`src/rtl/arm_rf_pkg.sv`:
```
// Shared widths and write-port sequencer states for the register-file write arbiter.
package arm_rf_pkg;

    localparam int DATA_W   = 32;
    localparam int NUM_REGS = 16;
    localparam int ADDR_W   = $clog2(NUM_REGS);

    typedef enum logic [1:0] {
        IDLE   = 2'd0,
        SETUP  = 2'd1,
        ENABLE = 2'd2,
        HOLD   = 2'd3
    } state_t;

endpackage

```
`src/rtl/rf_rr_arb2.sv`:
```
// Two-way round-robin grant; the pointer names the requester that wins a tie.
module rf_rr_arb2 (
    input  logic clk,
    input  logic rst,
    input  logic en,
    input  logic valid0,
    input  logic valid1,
    output logic grant0,
    output logic grant1
);

    // ptr = 0 favours requester 0, ptr = 1 favours requester 1
    logic ptr;

    always_comb begin
        grant0 = en & valid0 & (~valid1 | ~ptr);
        grant1 = en & valid1 & (~valid0 |  ptr);
    end

    always_ff @(posedge clk or posedge rst) begin
        if (rst) begin
            ptr <= 1'b0;
        end else if (grant0 | grant1) begin
            ptr <= grant0;
        end
    end

endmodule

```
`src/rtl/rf_wport_arbiter.sv`:
```
// Latch register-file write port: arbitrates two write-back sources and sequences
// a glitch-free one-hot latch enable pulse (SETUP -> ENABLE -> HOLD).
module rf_wport_arbiter #(
    parameter  int DATA_W   = 32,
    parameter  int NUM_REGS = 16,
    localparam int ADDR_W   = (NUM_REGS > 1) ? $clog2(NUM_REGS) : 1
) (
    input  logic                clk,
    input  logic                rst,
    input  logic                req0_valid,
    input  logic [ADDR_W-1:0]   req0_addr,
    input  logic [DATA_W-1:0]   req0_data,
    input  logic                req1_valid,
    input  logic [ADDR_W-1:0]   req1_addr,
    input  logic [DATA_W-1:0]   req1_data,
    output logic                req0_ready,
    output logic                req1_ready,
    input  logic                flush,
    output logic [DATA_W-1:0]   lat_data,
    output logic [NUM_REGS-1:0] lat_wen,
    output logic                busy,
    output logic [1:0]          dbg_state
);

    import arm_rf_pkg::*;

    // Handshake: a request transfers on the rising edge closing a cycle in which
    // reqN_valid and reqN_ready are both high; ready is only offered in IDLE.
    state_t              state;
    state_t              next_state;
    logic                arb_en;
    logic                grant0;
    logic                grant1;
    logic                take;
    logic [ADDR_W-1:0]   addr_q;
    logic [NUM_REGS-1:0] wen_d;

    assign arb_en = (state == IDLE) & ~flush & ~rst;

    rf_rr_arb2 u_arb (
        .clk    (clk),
        .rst    (rst),
        .en     (arb_en),
        .valid0 (req0_valid),
        .valid1 (req1_valid),
        .grant0 (grant0),
        .grant1 (grant1)
    );

    assign req0_ready = grant0;
    assign req1_ready = grant1;
    assign take       = grant0 | grant1;
    assign busy       = (state != IDLE);
    assign dbg_state  = state;

    always_comb begin
        next_state = state;
        case (state)
            IDLE:    if (take) next_state = SETUP;
            SETUP:   next_state = flush ? IDLE : ENABLE;
            ENABLE:  next_state = HOLD;
            HOLD:    next_state = IDLE;
            default: next_state = IDLE;
        endcase
    end

    // Enable is decoded one cycle early and registered so the latch gates see a clean edge.
    always_comb begin
        wen_d = '0;
        if (next_state == ENABLE) wen_d[addr_q] = 1'b1;
    end

    always_ff @(posedge clk or posedge rst) begin
        if (rst) begin
            state    <= IDLE;
            addr_q   <= '0;
            lat_data <= '0;
            lat_wen  <= '0;
        end else begin
            state   <= next_state;
            lat_wen <= wen_d;
            if (take) begin
                addr_q   <= grant0 ? req0_addr : req1_addr;
                lat_data <= grant0 ? req0_data : req1_data;
            end
        end
    end

endmodule

```
`config.mk`:
```
export PLATFORM = sky130hd
export DESIGN_NAME = rf_wport_arbiter
export DESIGN_NICKNAME = d
export VERILOG_FILES = /design/src/rtl/arm_rf_pkg.sv /design/src/rtl/rf_rr_arb2.sv /design/src/rtl/rf_wport_arbiter.sv
export SDC_FILE = /design/constraint.sdc
export NUM_CORES = 1
export LEC_CHECK = 0
export CAP_MARGIN = 30
export CELL_PAD_IN_SITES_DETAIL_PLACEMENT = 2
export CELL_PAD_IN_SITES_GLOBAL_PLACEMENT = 2
export CORE_MARGIN = 3
export CORE_UTILIZATION = 22
export CTS_BUF_LIST = sky130_fd_sc_hd__clkbuf_8 sky130_fd_sc_hd__clkbuf_16
export CTS_CLUSTER_DIAMETER = 30
export CTS_CLUSTER_SIZE = 20
export DETAILED_ROUTE_END_ITERATION = 8
export MAX_ROUTING_LAYER = met4
export PLACE_DENSITY = 0.83
export REMOVE_ABC_BUFFERS = 1
export SLEW_MARGIN = 40
export SYNTH_ARGS = -nofsm -noshare
export SYNTH_HDL_FRONTEND = slang
export SYNTH_HIERARCHICAL = 1
export SYNTH_SLANG_ARGS = --single-unit
export TNS_END_PERCENT = 5
```
`constraint.sdc`:
```
create_clock -name clk -period 2.31 [get_ports clk]
set_input_delay 0.462 -clock clk [delete_from_list [all_inputs] [get_ports clk]]
set_output_delay 0.462 -clock clk [all_outputs]
set_load 0.005 [all_outputs]
```
==> results of run 1 <==
-- worst min path at each step --
stage	startpoint	to	cells after the start
global route	rst	u_arb/ptr$_DFFE_PP0P_	3
CTS	rst	u_arb/ptr$_DFFE_PP0P_	3
finish	rst	u_arb/ptr$_DFFE_PP0P_	3
detailed placement	lat_data[3]$_DFFE_PP0P_	lat_data[3]$_DFFE_PP0P_	2
global placement	lat_data[20]$_DFFE_PP0P_	lat_data[20]$_DFFE_PP0P_	2
floorplan	rst	u_arb/ptr$_DFFE_PP0P_	1
-- power breakdown --
| part | total, mW | internal [mW] | leakage, nW | switching (mW) |
|---|---|---|---|---|
| Clock | 0.673 | 0.352 | 0.0612 | 0.321 |
| Combinational | 1.50 | 0.939 | 0.810 | 0.561 |
| Sequential | 1.55 | 1.29 | 0.706 | 0.256 |
| Total | 3.72 | 2.58 | 1.58 | 1.14 |
-- stage by stage --
step                      power [mW]  std cells  TNS, ns  utilization (%)
after global routing           4.038        489        0            38.87
after detailed placement       3.084        479   -4.507            37.43
final                          3.719        489        0            38.87
after CTS                      3.796        488  -0.1616            38.69
after global placement         2.989        479  -0.7256            37.43
after floorplan                2.079        203   -75.31                -
-- flip-flops by register name (all words and copies together), names as in the netlist --
register   flops
lat_data      32
lat_wen       16
addr_q         4
dbg_state      2
u_arb/ptr      1
-- cells in the mapped netlist, drive strengths merged --
master   count
and3         1
nand2       39
or4b         1
dfrtp       55
nor3         8
or3b         1
or2          1
clkbuf       9
nor2        10
nand3        1
a21oi        3
nand4bb      1
nor4         2
buf          8
o21ai       36
inv          3
nand2b       2
nand3b       2
mux2         1
mux2i       36
-- logic make-up (layout without fill, tap and decap cells) --
kind of cell / count (synthesis) / count (layout) / synth area share [%]
flops: 55 / 55 / 57.86
mux: 37 / 37 / 15.62
compound gates: 39 / 39 / 8.364
buf+inv: 20 / 153 / 3.997
simple gates: 69 / 69 / 14.15
-- final cells by class --
type	instances	area, µm²	area share, %
Timing Repair Buffer	142	1428	35.26
Clock buffer	6	82.58	2.040
Tap cell	136	170.2	4.203
Multi-Input combinational cell	145	945.9	23.36
Inverter	3	11.26	0.2781
Sequential cell	55	1376	33.99
Clock inverter	2	35.03	0.8653
-- metal layers --
layer / track usage, % / routed length, µm / part of all wire (%) / vias to the layer above
li1: - / - / - / 1003
met1: 16.69 / 3414 / 42 / 1060
met2: 23.74 / 4072 / 50 / 83
met3: 3.436 / 518 / 6.4 / 6
met4: 2.671 / 85 / 1.1 / 0
met5: - / 0 / 0 / -
-- what timing repair did --
item,CTS,global route
setup buffers,1,1
endpoints found under the setup margin,2,21
pin swaps,2,1
resized for setup,3,6
-- worst max-delay path: stages --
cell,delay [ns]
clkdlybuf4s50_1,0.48
nor3_4,0.25
buf_4,0.14
nand2_1,0.08
a21oi_4,0.19
clkbuf_2,0.15
==> out/qor.csv, run 1 <==
metric,value,unit
most-common-layout-cells,"clkdlybuf4s50_1 (127), dfrtp_1 (55), nand2_1 (38)",
netlist_area,2379,µm²
worstSetupStartpoint,flush,
gp_congestion,0.6809,
hold_path.class,in -> async,
cts.sinks,55,
grt_pass1_vias,2388,
num_vias,2152,
first_pass_iters,4,
drive_above_1_share,9.915,%
grt_pass1_wl,12.59,mm
p_per_area,918.5,nW/µm²
setup_ws,0.09389,ns
grt_usage,13.87,%
yosysTopAreaCell,dfrtp_1,
ys_seq_area_share,57.86,%
finalCritPeriodShare,95.94,%
drtAntennaViolNets,0,
final_nets,429,
maxCapViolations,0,
start_util,22.83,%
status,finished clean,
synth_top_area_share,57.86,%
root_buffer,clkbuf_8,
diodes,0,
rr_worst_depth,10,
io_buffers,129,
clock-skew-final,0.004473,ns
clkSlewWorstSetupHoldPaths,0.10,ns
ys.warnings.count,6,
hold_viol_final,0,
fillers,1111,
clockBufferDepth,2,
finalMaxSlewViolations,0,
core_area,10420,µm²
critical_path_class,in -> out,
synth.distinct_cells,26,
drt-initial-drc-count,52,
worst_setup_path_start_kind,input port,
fmax,0.4512,GHz
netlist_instances,220,
placed_area,3899,µm²
cts_buffers,5,
wl,8.090,mm
rsz0062_at_grt,no,
holdBufCountCts,0,
ys_seq_elements,55,
area_delta_synth_final,70.23,%
grt_start_max_net_pins,53,
drt-wirelength-per-cell,16.54,µm
dp_hpwl,6.099,mm
rows,37,
finalWorstPathRequiredPeriod,2.216,ns
p_leak,1.576,nW
setup_viol,0,
reg2reg_slack,0.18,ns
drc_errors,0,
endpoint_kind,output port,
fin_area,4049,µm²
overflow,0,
worst_slew_pin_slew,0.4882,ns
fp.dieArea,12100,µm²
synth.area.top_cells,"dfrtp_1 (58%), mux2i_1 (15%), o21ai_1 (7.6%)",
syn_area_per_cell,10.81,µm²
reg2reg_from,dbg_state[0]$_DFF_PP0_,
worstPathArrival,1.75,ns
path_max_fanout,3,
vias_per_cell,4.401,
cp.required,1.85,ns
h-tree-depth,2,
worst_hold_slack,0.5123,ns
max-slew-margin-rel,67.45,%
final_common_cell,clkdlybuf4s50_1,
clock_latency,0.30,ns
pre_cts_ws,-0.2783,ns
r2r_end,lat_data[28]$_DFFE_PP0P_,
ir_drop,0.0003197,V
cts_tree,done,
ioPinCount,130,
endpoint,req1_ready,
die_h,110.0,µm
antenna_found_initial,0,
die_w,110.0,µm
Power figures use the tool's default switching activity.
==> run 2: changes to the inputs <==
- CORE_UTILIZATION: 22 -> 23
- PLACE_DENSITY: 0.83 -> 0.89
- SETUP_SLACK_MARGIN: unset -> 0.05
- SYNTH_HIERARCHICAL: 1 -> unset
==> run 2 against run 1 <==
Compared with the run above:
- combinational power up 13%
- global-route usage up 2.4 points
- clock skew up 0.00082 ns
- via count up 3.9%
- first-iteration DRC count up 35%
- maximum frequency up 1.6%
==> out/qor.csv, run 2 <==
metric,value,unit,change
maxCapViolations,0,,unchanged
drive_above_1_share,8.861,%,-1.1 points
cts.sinks,55,,unchanged
fp.dieArea,11400,µm²,-5.7%
grt_start_max_net_pins,39,,-26%
synth_compound_area_share,28.12,%,+20 points
finalSetupTns,0,ns,unchanged
ys_seq_elements,55,,unchanged
holdBufCountCts,0,,unchanged
synth.area.top_cells,"dfrtp_1 (59%), a2bb2oi_1 (13%), o32ai_1 (13%)",,
finalCritPeriodShare,94.42,%,-1.5 points
p_per_area,958.4,nW/µm²,+4.3%
p_leak,1.522,nW,-3.5%
num_vias,2237,,+3.9%
hold_path.class,in -> async,,
gp_congestion,0.6936,,+1.9%
reg.largest.list,"lat_data: 32 flops, lat_wen: 16 flops, addr_q: 4 flops",,
netlist_instances,187,,-15%
cpPeakStageDelay,0.56,ns,+0.08 ns
synth_ff_type,dfrtp_1,,
p_total,3.749,mW,+0.80%
rows,36,,-2.7%
final_common_cell,clkdlybuf4s50_1,,
fmax,0.4585,GHz,+1.6%
h-tree-depth,2,,unchanged
clock-skew-final,0.005290,ns,+0.0008162 ns
worst_setup_path_start_kind,input port,,
max-slew-margin-rel,58.21,%,-9.2 points
path_cells,dlygate4sd2_1 > or4_4 > buf_6 > nor3_4 > buf_2,,
post-synth-top-count-cell,dfrtp_1,,
setup_viol,0,,unchanged
grt_usage,16.31,%,+2.4 points
fin_util,39.83,%,+0.96 points
clock_latency,0.30,ns,about the same
finalWorstPathRequiredPeriod,2.181,ns,-0.03503 ns
overflow,0,,unchanged
status,finished clean,,
drc_errors,0,,unchanged
start_util,23.79,%,+0.95 points
muxShareOfSynthArea,0,%,-16 points
drt-initial-drc-count,70,,+35%
cts_tree,done,,
most-common-layout-cells,"clkdlybuf4s50_1 (125), dfrtp_1 (55), o32ai_1 (36), a2bb2oi_1 (36), nor2_1 (14)",,
cp.required,1.85,ns,about the same
io_buffers,129,,unchanged
clkSlewWorstSetupHoldPaths,0.10,ns,about the same
cts_buffers,5,,unchanged
ys_seq_area_share,58.92,%,+1.1 points
syn_area_per_cell,12.49,µm²,+16%
core_area,9819,µm²,-5.7%
die_w,106.8,µm,-2.9%
largest_reg_flops,32,,unchanged
ir_drop,0.0005029,V,+57%
path_max_fanout,3,,unchanged
synth_top_family_by_area,compound AO/OA/AOI/OAI gates,,
fillers,1048,,-5.7%
drt-wirelength-per-cell,20.41,µm,+23%
ys.warnings.count,0,,-6
grt_pass1_wl,14.12,mm,+12%
ys_async_sr_fraction,100.0,%,unchanged
synth_top_area_share,58.92,%,+1.1 points
vias_per_cell,4.982,,+13%
wl,9.165,mm,+13%
ioPinCount,130,,unchanged
reg2reg_from,dbg_state[1]$_DFF_PP0_,,
yosysTopAreaCell,dfrtp_1,,
synth-simple-area-share,8.409,%,-5.7 points
crit_slowest_cell,or4_4,,
clockBufferDepth,2,,unchanged
antenna_found_initial,0,,unchanged
first_pass_iters,4,,unchanged
grt_pass1_vias,2544,,+6.5%
synth_edf_count,0,,unchanged
worstSetupStartpoint,rst,,
die_h,106.8,µm,-2.9%
hold_viol_final,0,,unchanged
critical_path_class,in -> out,,
endpoint_kind,output port,,
synthAdderAreaFrac,0,%,unchanged
worst_hold_slack,0.5171,ns,+0.004793 ns
worst_slew_pin_slew,0.6259,ns,+0.1377 ns
area_delta_synth_final,67.43,%,
final_nets,392,,-8.6%
root_buffer,clkbuf_8,,
pre_cts_ws,-0.4175,ns,-0.1392 ns
synth.distinct_cells,27,,+3.8%
finalMaxSlewViolations,0,,unchanged
dp_hpwl,6.683,mm,+9.6%
rsz0062_at_grt,no,,
synth-xor-area-share,0,%,unchanged
largest_register,lat_data,,
diodes,0,,unchanged
synth_commonest_cells,"dfrtp_1 (55), a2bb2oi_1 (36), o32ai_1 (36), nor2_1 (14), clkbuf_1 (10)",,
drtAntennaViolNets,0,,unchanged
netlist_area,2336,µm²,-1.8%
worstPathArrival,1.72,ns,-0.03 ns
setup_ws,0.1289,ns,+0.03503 ns
run 2: cell count changes after synthesis, moves of 3 or more:
| cell | change |
|---|---|
| nor2_1 | +4 |
| buf_4 | -3 |
| mux2i_1 | -36 |
| a2bb2oi_1 | +36 |
| nand2_1 | -37 |
| buf_2 | +3 |
| nor3_2 | -3 |
| o21ai_1 | -36 |
| o32ai_1 | +36 |
run 2: routing by layer:
layer	up-vias	wire length, µm	track usage, %
met4	0	59	3.014
li1	998	-	-
met3	5	445	2.288
met1	1154	3687	19.17
met5	-	0	-
met2	80	4973	29.95
run 2: per-stage QoR:
stage / std cells / cell area (µm²)
detailed placement: 440 / 3816
floorplan: 168 / 2237
global placement: 440 / 3816
CTS: 449 / 3911
finish: 449 / 3911
global route: 449 / 3911
run 2: what timing repair did:
action | CTS | global route
gates resized for setup | 10 | 0
setup buffers | 1 | 0
endpoints found under the setup margin | 2 | 1
pin swaps | 2 | 1
run 2: layout make-up:
| class | instances | area [µm²] | area share, % |
|---|---|---|---|
| clock buffers | 5 | 68.82 | 1.759 |
| repair buffers | 140 | 1406 | 35.96 |
| flip-flops and latches | 55 | 1376 | 35.19 |
| inverters | 2 | 7.507 | 0.1919 |
| clock inverters | 3 | 12.51 | 0.3199 |
| well taps | 133 | 166.4 | 4.255 |
| multi-input cells | 111 | 873.3 | 22.33 |
run 2: worst paths after layout:
path,endpoint,slack (ns),cells past startpoint
min in group clk,lat_data[7]$_DFFE_PP0P_,0.55,1
min,lat_data[23]$_DFFE_PP0P_,0.52,3
max reg2reg,lat_wen[0]$_DFF_PP0_,0.59,4
max,req1_ready,0.13,5
min reg2reg,lat_data[7]$_DFFE_PP0P_,0.55,1
max in group asynchronous,lat_data[22]$_DFFE_PP0P_,1.21,4
run 2: report_power, final:
group          total, mW  internal, mW  leakage, nW  switching (mW)
sequential          1.53          1.29        0.652           0.238
clock              0.513         0.205       0.0505           0.307
combinational       1.70          1.05        0.819           0.656
run 2: cell families (layout without fill, tap and decap cells):
kind of cell,after synthesis,count (layout)
AO/OA/AOI/OAI,76,76
flip-flops,55,55
AND/OR/NAND/NOR,35,35
buffers and inverters,21,150
run 2: critical path: cells and delay by family:
kind	cells	cell delay, ns
AND/OR/NAND/NOR	2	0.72
buffers and inverters	3	0.53
==> run 3: changes to the inputs <==
- CAP_MARGIN: 30 -> 20
==> results of run 3 <==
Same layout as run 2: the final DEF is identical, and so are final timing and power.
